===== config.mk =====
export PLATFORM = sky130hd
export DESIGN_NAME = dbus_cmd_bridge
export DESIGN_NICKNAME = d
export VERILOG_FILES = /design/src/rtl/dbus_cmd_bridge.sv
export SDC_FILE = /design/constraint.sdc
export NUM_CORES = 1
export LEC_CHECK = 0
export CAP_MARGIN = 5
export CELL_PAD_IN_SITES_DETAIL_PLACEMENT = 1
export CELL_PAD_IN_SITES_GLOBAL_PLACEMENT = 1
export CORE_AREA = 3 3 122 124
export CTS_BUF_LIST = sky130_fd_sc_hd__clkbuf_4 sky130_fd_sc_hd__clkbuf_8 sky130_fd_sc_hd__clkbuf_16
export DETAILED_ROUTE_END_ITERATION = 6
export DIE_AREA = 0 0 125 127
export PLACE_DENSITY_LB_ADDON = 0.1
export SLEW_MARGIN = 10
export SYNTH_ARGS = -nofsm -noshare
export SYNTH_HDL_FRONTEND = slang
export SYNTH_SLANG_ARGS = --single-unit

===== constraint.sdc =====
create_clock -name i_clk -period 4.25 [get_ports i_clk]
set_clock_uncertainty 0.15 [all_clocks]
set_input_delay 0.6375 -clock i_clk [delete_from_list [all_inputs] [get_ports i_clk]]
set_output_delay 0.6375 -clock i_clk [all_outputs]
set_load 0.01 [all_outputs]

===== src/rtl/dbus_cmd_bridge.sv =====
// rtl/dbus_cmd_bridge.sv - byte-stream command parser issuing single-word dBus reads/writes
// Packets: 0x57 A0..A3 D0..D3 (write) or 0x52 A0..A3 (read), little-endian; replies 0x06/0x15 [+D0..D3].
module dbus_cmd_bridge #(
    parameter int TIMEOUT_CYCLES = 255
) (
    input  logic        i_clk,
    input  logic        i_reset,
    input  logic        i_rx_valid,
    output logic        o_rx_ready,
    input  logic [7:0]  i_rx_data,
    output logic        o_tx_valid,
    input  logic        i_tx_ready,
    output logic [7:0]  o_tx_data,
    output logic        o_dBus_cmd_valid,
    input  logic        i_dBus_cmd_ready,
    output logic        o_dBus_cmd_payload_wr,
    output logic [31:0] o_dBus_cmd_payload_address,
    output logic [31:0] o_dBus_cmd_payload_data,
    output logic [1:0]  o_dBus_cmd_payload_size,
    input  logic        i_dBus_rsp_ready,
    input  logic        i_dBus_rsp_error,
    input  logic [31:0] i_dBus_rsp_data,
    output logic        o_busy
);

    localparam logic [7:0]  OP_WRITE = 8'h57;
    localparam logic [7:0]  OP_READ  = 8'h52;
    localparam logic [7:0]  ST_ACK   = 8'h06;
    localparam logic [7:0]  ST_NAK   = 8'h15;
    localparam logic [15:0] TMO_LAST = 16'(TIMEOUT_CYCLES - 1);

    typedef enum logic [2:0] {
        S_IDLE,
        S_GET_ADDR,
        S_GET_DATA,
        S_ISSUE,
        S_WAIT_RSP,
        S_SEND_STAT,
        S_SEND_DATA
    } state_t;

    state_t      r_state;
    state_t      w_next_state;
    logic        r_rx_ready;
    logic        r_tx_valid;
    logic        r_cmd_valid;
    logic [7:0]  r_tx_data;
    logic        r_is_wr;
    logic        r_send_data;
    logic [31:0] r_addr;
    logic [31:0] r_wdata;
    logic [31:0] r_rd_data;
    logic [1:0]  r_cnt;
    logic [15:0] r_tmo;

    logic w_rx_fire;
    logic w_tx_fire;
    logic w_cmd_fire;
    logic w_timeout;
    logic w_opcode_ok;

    assign w_rx_fire   = i_rx_valid && r_rx_ready;
    assign w_tx_fire   = r_tx_valid && i_tx_ready;
    assign w_cmd_fire  = r_cmd_valid && i_dBus_cmd_ready;
    assign w_timeout   = (r_tmo == TMO_LAST) && !i_dBus_rsp_ready;
    assign w_opcode_ok = (i_rx_data == OP_WRITE) || (i_rx_data == OP_READ);

    always_comb begin
        w_next_state = r_state;
        unique case (r_state)
            S_IDLE: begin
                if (w_rx_fire) begin
                    w_next_state = w_opcode_ok ? S_GET_ADDR : S_SEND_STAT;
                end
            end
            S_GET_ADDR: begin
                if (w_rx_fire && r_cnt == 2'd3) begin
                    w_next_state = r_is_wr ? S_GET_DATA : S_ISSUE;
                end
            end
            S_GET_DATA: begin
                if (w_rx_fire && r_cnt == 2'd3) begin
                    w_next_state = S_ISSUE;
                end
            end
            S_ISSUE: begin
                if (w_cmd_fire) begin
                    w_next_state = r_is_wr ? S_SEND_STAT : S_WAIT_RSP;
                end
            end
            S_WAIT_RSP: begin
                if (i_dBus_rsp_ready || w_timeout) begin
                    w_next_state = S_SEND_STAT;
                end
            end
            S_SEND_STAT: begin
                if (w_tx_fire) begin
                    w_next_state = r_send_data ? S_SEND_DATA : S_IDLE;
                end
            end
            S_SEND_DATA: begin
                if (w_tx_fire && r_cnt == 2'd3) begin
                    w_next_state = S_IDLE;
                end
            end
            default: w_next_state = S_IDLE;
        endcase
    end

    // Handshake outputs are registered from the next state so they are glitch-free and
    // low throughout reset.
    always_ff @(posedge i_clk) begin
        if (i_reset) begin
            r_state     <= S_IDLE;
            r_rx_ready  <= 1'b0;
            r_tx_valid  <= 1'b0;
            r_cmd_valid <= 1'b0;
            r_tx_data   <= 8'h00;
            r_is_wr     <= 1'b0;
            r_send_data <= 1'b0;
            r_addr      <= 32'h0;
            r_wdata     <= 32'h0;
            r_rd_data   <= 32'h0;
            r_cnt       <= 2'd0;
            r_tmo       <= 16'd0;
        end else begin
            r_state     <= w_next_state;
            r_rx_ready  <= (w_next_state == S_IDLE) || (w_next_state == S_GET_ADDR) ||
                           (w_next_state == S_GET_DATA);
            r_tx_valid  <= (w_next_state == S_SEND_STAT) || (w_next_state == S_SEND_DATA);
            r_cmd_valid <= (w_next_state == S_ISSUE);
            case (r_state)
                S_IDLE: begin
                    if (w_rx_fire) begin
                        r_is_wr     <= (i_rx_data == OP_WRITE);
                        r_send_data <= 1'b0;
                        r_cnt       <= 2'd0;
                        if (!w_opcode_ok) begin
                            r_tx_data <= ST_NAK;
                        end
                    end
                end
                S_GET_ADDR: begin
                    if (w_rx_fire) begin
                        r_addr <= {i_rx_data, r_addr[31:8]};
                        r_cnt  <= r_cnt + 2'd1;
                    end
                end
                S_GET_DATA: begin
                    if (w_rx_fire) begin
                        r_wdata <= {i_rx_data, r_wdata[31:8]};
                        r_cnt   <= r_cnt + 2'd1;
                    end
                end
                S_ISSUE: begin
                    r_tmo <= 16'd0;
                    if (w_cmd_fire && r_is_wr) begin
                        r_tx_data <= ST_ACK;
                    end
                end
                S_WAIT_RSP: begin
                    r_tmo <= r_tmo + 16'd1;
                    if (i_dBus_rsp_ready) begin
                        if (i_dBus_rsp_error) begin
                            r_tx_data <= ST_NAK;
                        end else begin
                            r_tx_data   <= ST_ACK;
                            r_rd_data   <= i_dBus_rsp_data;
                            r_send_data <= 1'b1;
                        end
                    end else if (w_timeout) begin
                        r_tx_data <= ST_NAK;
                    end
                end
                S_SEND_STAT: begin
                    if (w_tx_fire && r_send_data) begin
                        r_tx_data <= r_rd_data[7:0];
                        r_rd_data <= {8'h00, r_rd_data[31:8]};
                        r_cnt     <= 2'd0;
                    end
                end
                S_SEND_DATA: begin
                    if (w_tx_fire) begin
                        r_cnt <= r_cnt + 2'd1;
                        if (r_cnt != 2'd3) begin
                            r_tx_data <= r_rd_data[7:0];
                            r_rd_data <= {8'h00, r_rd_data[31:8]};
                        end
                    end
                end
                default: ;
            endcase
        end
    end

    assign o_rx_ready                 = r_rx_ready;
    assign o_tx_valid                 = r_tx_valid;
    assign o_tx_data                  = r_tx_data;
    assign o_dBus_cmd_valid           = r_cmd_valid;
    assign o_dBus_cmd_payload_wr      = r_is_wr;
    assign o_dBus_cmd_payload_address = {r_addr[31:2], 2'b00};
    assign o_dBus_cmd_payload_data    = r_wdata;
    assign o_dBus_cmd_payload_size    = 2'd2;
    assign o_busy                     = (r_state != S_IDLE);

endmodule


==> impl_metrics.toml <==
[synthesis]
yosysTopAreaCell = "dfxtp_1"
syn_area_per_cell_um2 = 8.36
post_synth_num_cell_types = 57
synth_seq_cells = 128
synth.area.mux_share = 0.0680
yosysTopAreaCellShare = 0.466
synth_edf_count = 0
synth-simple-area-share = 0.238
ys_warn_count = 0
synth.area.top_cells = "dfxtp_1 47%, nand2_1 11%, a21oi_1 7.8%"
yosysSeqAreaShare = 0.466
syn_area_mm2 = 0.00550
synthXorXnorAreaFrac = 0.00159
async_flop_share = 0
synth_top_family_by_area = "simple AND/OR/NAND/NOR gates"
synthCells = 658
synth-compound-area-share = 0.173
yosys.area_share.adder = 0.00682
synth-main-ff-cell = "dfxtp_1"

[grt]
use_met2 = 0.339
antenna_found_initial = 0
grtUsageMet1 = 0.246
grtUsageMet3 = 0.0548
grt.total_usage = 0.201
grt_overflow = 0
grt_pass1_wl_um = 26000
grt_pass1_vias = 5155
busiest_layer = "met2"
grt_start_max_net_pins = 57

[place]
dp_hpwl_um = 10900
place_congestion = 0.906
dp.cells = 919
io_buffers = 121

[finish]
drive_gt1_frac = 0.0804
layout_common_cells = "157 x nand2_1, 128 x dfxtp_1, 120 x clkdlybuf4s50_1, 86 x a21oi_1, 49 x nor2_1"
fin_nets = 808
diodes = 0
final_common_cell = "nand2_1"
final_cells = 951
syn_to_final_growth_pct = 34.1
utilization = 0.532

[outcome]
status = "completed"

[clocking]
cts_buffers = 17
ctsLongestPathBuffers = 2
cts_htree_levels = 4
cts_hold_buf = 0
clk_pin_slew_ps = 60
cts_resized = 0
root_buffer = "clkbuf_16"
cts_setup_buffers = 0
cts_sinks = 128
cts_tree = "built"
clock_latency_ps = 410

[hold_path]
hold_class = "reg2reg"

[power]
seq_power_share = 0.416
switching_share = 0.239
ir_drop_uv = 311
p_comb_frac = 0.090
finalPower_w = 0.00303
powerDensity_mw_per_mm2 = 410
pwr-share-clk = 0.494
cellLeakagePower_nw = 2.66
p_int_w = 0.00231
p_switching_w = 0.000723

[critical_path]
startpoint_type = "primary input"
crit_fanout = 8
worstSetupPathType = "in2reg"
crit_required_ps = 4390
worst-path-buf-inv = 1
r2r_end = "o_tx_data[1]$_SDFFE_PP0P_"
end_kind = "flop"
r2r_slack_ps = 1570
cp_slowest_cell = "clkdlybuf4s50_1"
crit_end = "o_tx_data[1]$_SDFFE_PP0P_"
cp-startpoint = "i_rx_data[4]"
cp_top_family = "simple AND/OR/NAND/NOR gates"
r2r_start = "r_state[1]$_SDFF_PP0_"
worst-endpoint-arrival_ps = 2880
cpPeakStageDelay_ps = 500
worstSetupPathDepth = 6
timing.critical_path.cells = "clkdlybuf4s50_1 > nor4bb_1 > o211ai_1 > o21ai_0 > nand4b_1 > mux2_1"
reg2reg_depth = 4

[sta]
setup_tns_ps = 0
final_hold_viol_count = 0
slew_headroom = 0.296
final.min_clock_period_ps = 2730
setup_violations = 0
final_max_slew_viol_count = 0
max_freq_mhz = 366
hold_slack_ps = 308
fin_crit_sh = 0.644
rsz0062_at_grt = "false"
worst_slew_pin_slew_ps = 1060

[floorplanning]
die_y_um = 127
coreArea_mm2 = 0.0139
io_pins = 126
dieArea_mm2 = 0.0159
die_w_um = 125
num_rows = 43
initial_core_util = 0.396

[run]
drv_cap = 0

[route]
drt_wl_total_um = 16100
via_count = 4998
firstDrtPassIters = 4
ant_nets = 0
drc_errors = 0
wire_per_inst_um = 17.0
routed_via_density = 5.26
drt_iter0_drc = 297
==> metal layers <==
metal,vias up,share of wire
met4,0,0.015
met1,2406,0.43
met2,114,0.50
met3,15,0.051
li1,2463,-
met5,-,0
==> worst min-delay path by stage <==
stage | startpoint | slack [ps] | endpoint | cells past startpoint
after floorplan | r_rd_data[24]$_SDFFE_PP0P_ | 280 | r_rd_data[24]$_SDFFE_PP0P_ | 2
after global placement | r_rd_data[30]$_SDFFE_PP0P_ | 290 | r_rd_data[30]$_SDFFE_PP0P_ | 2
after detailed placement | o_dBus_cmd_payload_data[5]$_SDFFE_PP0P_ | 300 | o_dBus_cmd_payload_data[5]$_SDFFE_PP0P_ | 2
after CTS | o_dBus_cmd_payload_data[5]$_SDFFE_PP0P_ | 310 | o_dBus_cmd_payload_data[5]$_SDFFE_PP0P_ | 2
after global routing | o_dBus_cmd_payload_data[5]$_SDFFE_PP0P_ | 330 | o_dBus_cmd_payload_data[5]$_SDFFE_PP0P_ | 2
final | o_dBus_cmd_payload_data[5]$_SDFFE_PP0P_ | 310 | o_dBus_cmd_payload_data[5]$_SDFFE_PP0P_ | 2
==> power groups by stage <==
| stage | clock, W | sequential (W) | combinational [W] |
|---|---|---|---|
| 4_1_cts | 0.00153 | 0.00126 | 0.000276 |
| 5_1_grt | 0.00158 | 0.00126 | 0.000302 |
| 2_1_floorplan | 0 | 0.00128 | 0.000171 |
| 3_3_place_gp | 0 | 0.00128 | 0.000266 |
| 3_5_place_dp | 0 | 0.00128 | 0.000274 |
| 6_report | 0.00150 | 0.00126 | 0.000274 |
==> area by class of cell <==
cell class / instances / area (µm²)
Inverter: 2 / 7.51
Fill cell: 1626 / 6500
Clock inverter: 13 / 163
Sequential cell: 128 / 2560
Multi-Input combinational cell: 481 / 2710
Clock buffer: 19 / 453
Tap cell: 180 / 225
Timing Repair Buffer: 128 / 1260
==> cell usage after synthesis (2+ instances only) <==
library cell    n
buf_6           2
a211o_1         2
a21oi_1        86
nor4_1          2
inv_1           2
nand2_1       157
a311oi_1        5
and3b_1         2
or3_1           4
or2_2           2
mux2_1          2
and4b_1         2
and2_1          3
conb_1          2
nand4_1         6
a211oi_2       11
nor2_1         49
buf_2           7
nand2b_1       10
mux2i_1        34
ha_1            3
dfxtp_1       128
nor3_1          8
o21a_1          2
a211oi_1       15
and4_1          4
clkbuf_1       30
o21ai_0        11
buf_4          10
a31oi_1         2
nor2b_1         8
nand3_1        16
and3_1          7
==> through the flow <==
step | instance area [µm²] | worst slack [ps]
after floorplan | 5510 | 2150
after global placement | 6760 | 1120
after detailed placement | 6760 | 1070
after CTS | 7380 | 1510
after global routing | 7380 | 1370
final | 7380 | 1520
==> registers in the layout (all words and copies together) (netlist names) <==
signal,flops
r_addr,30
o_dBus_cmd_payload_wr,1
r_state,3
r_rd_data,32
o_tx_data,8
o_dBus_cmd_payload_data,32
r_send_data,1
r_cnt,2
o_rx_ready,1
o_dBus_cmd_valid,1
r_tmo,16
o_tx_valid,1
==> kinds of logic after synthesis <==
kind of cell / count (synthesis)
simple gates: 289
mux: 37
fa+ha+maj: 3
flops: 128
other cells: 2
compound gates: 147
xor+xnor: 1
buf+inv: 51
==> tightest hold or removal path, delay by kind of cell, from the launching register on <==
family	cells	cell delay [ps]
flops	1	310
simple gates	1	50
compound gates	1	50
Note: power is estimated with default switching activity, not from simulation.
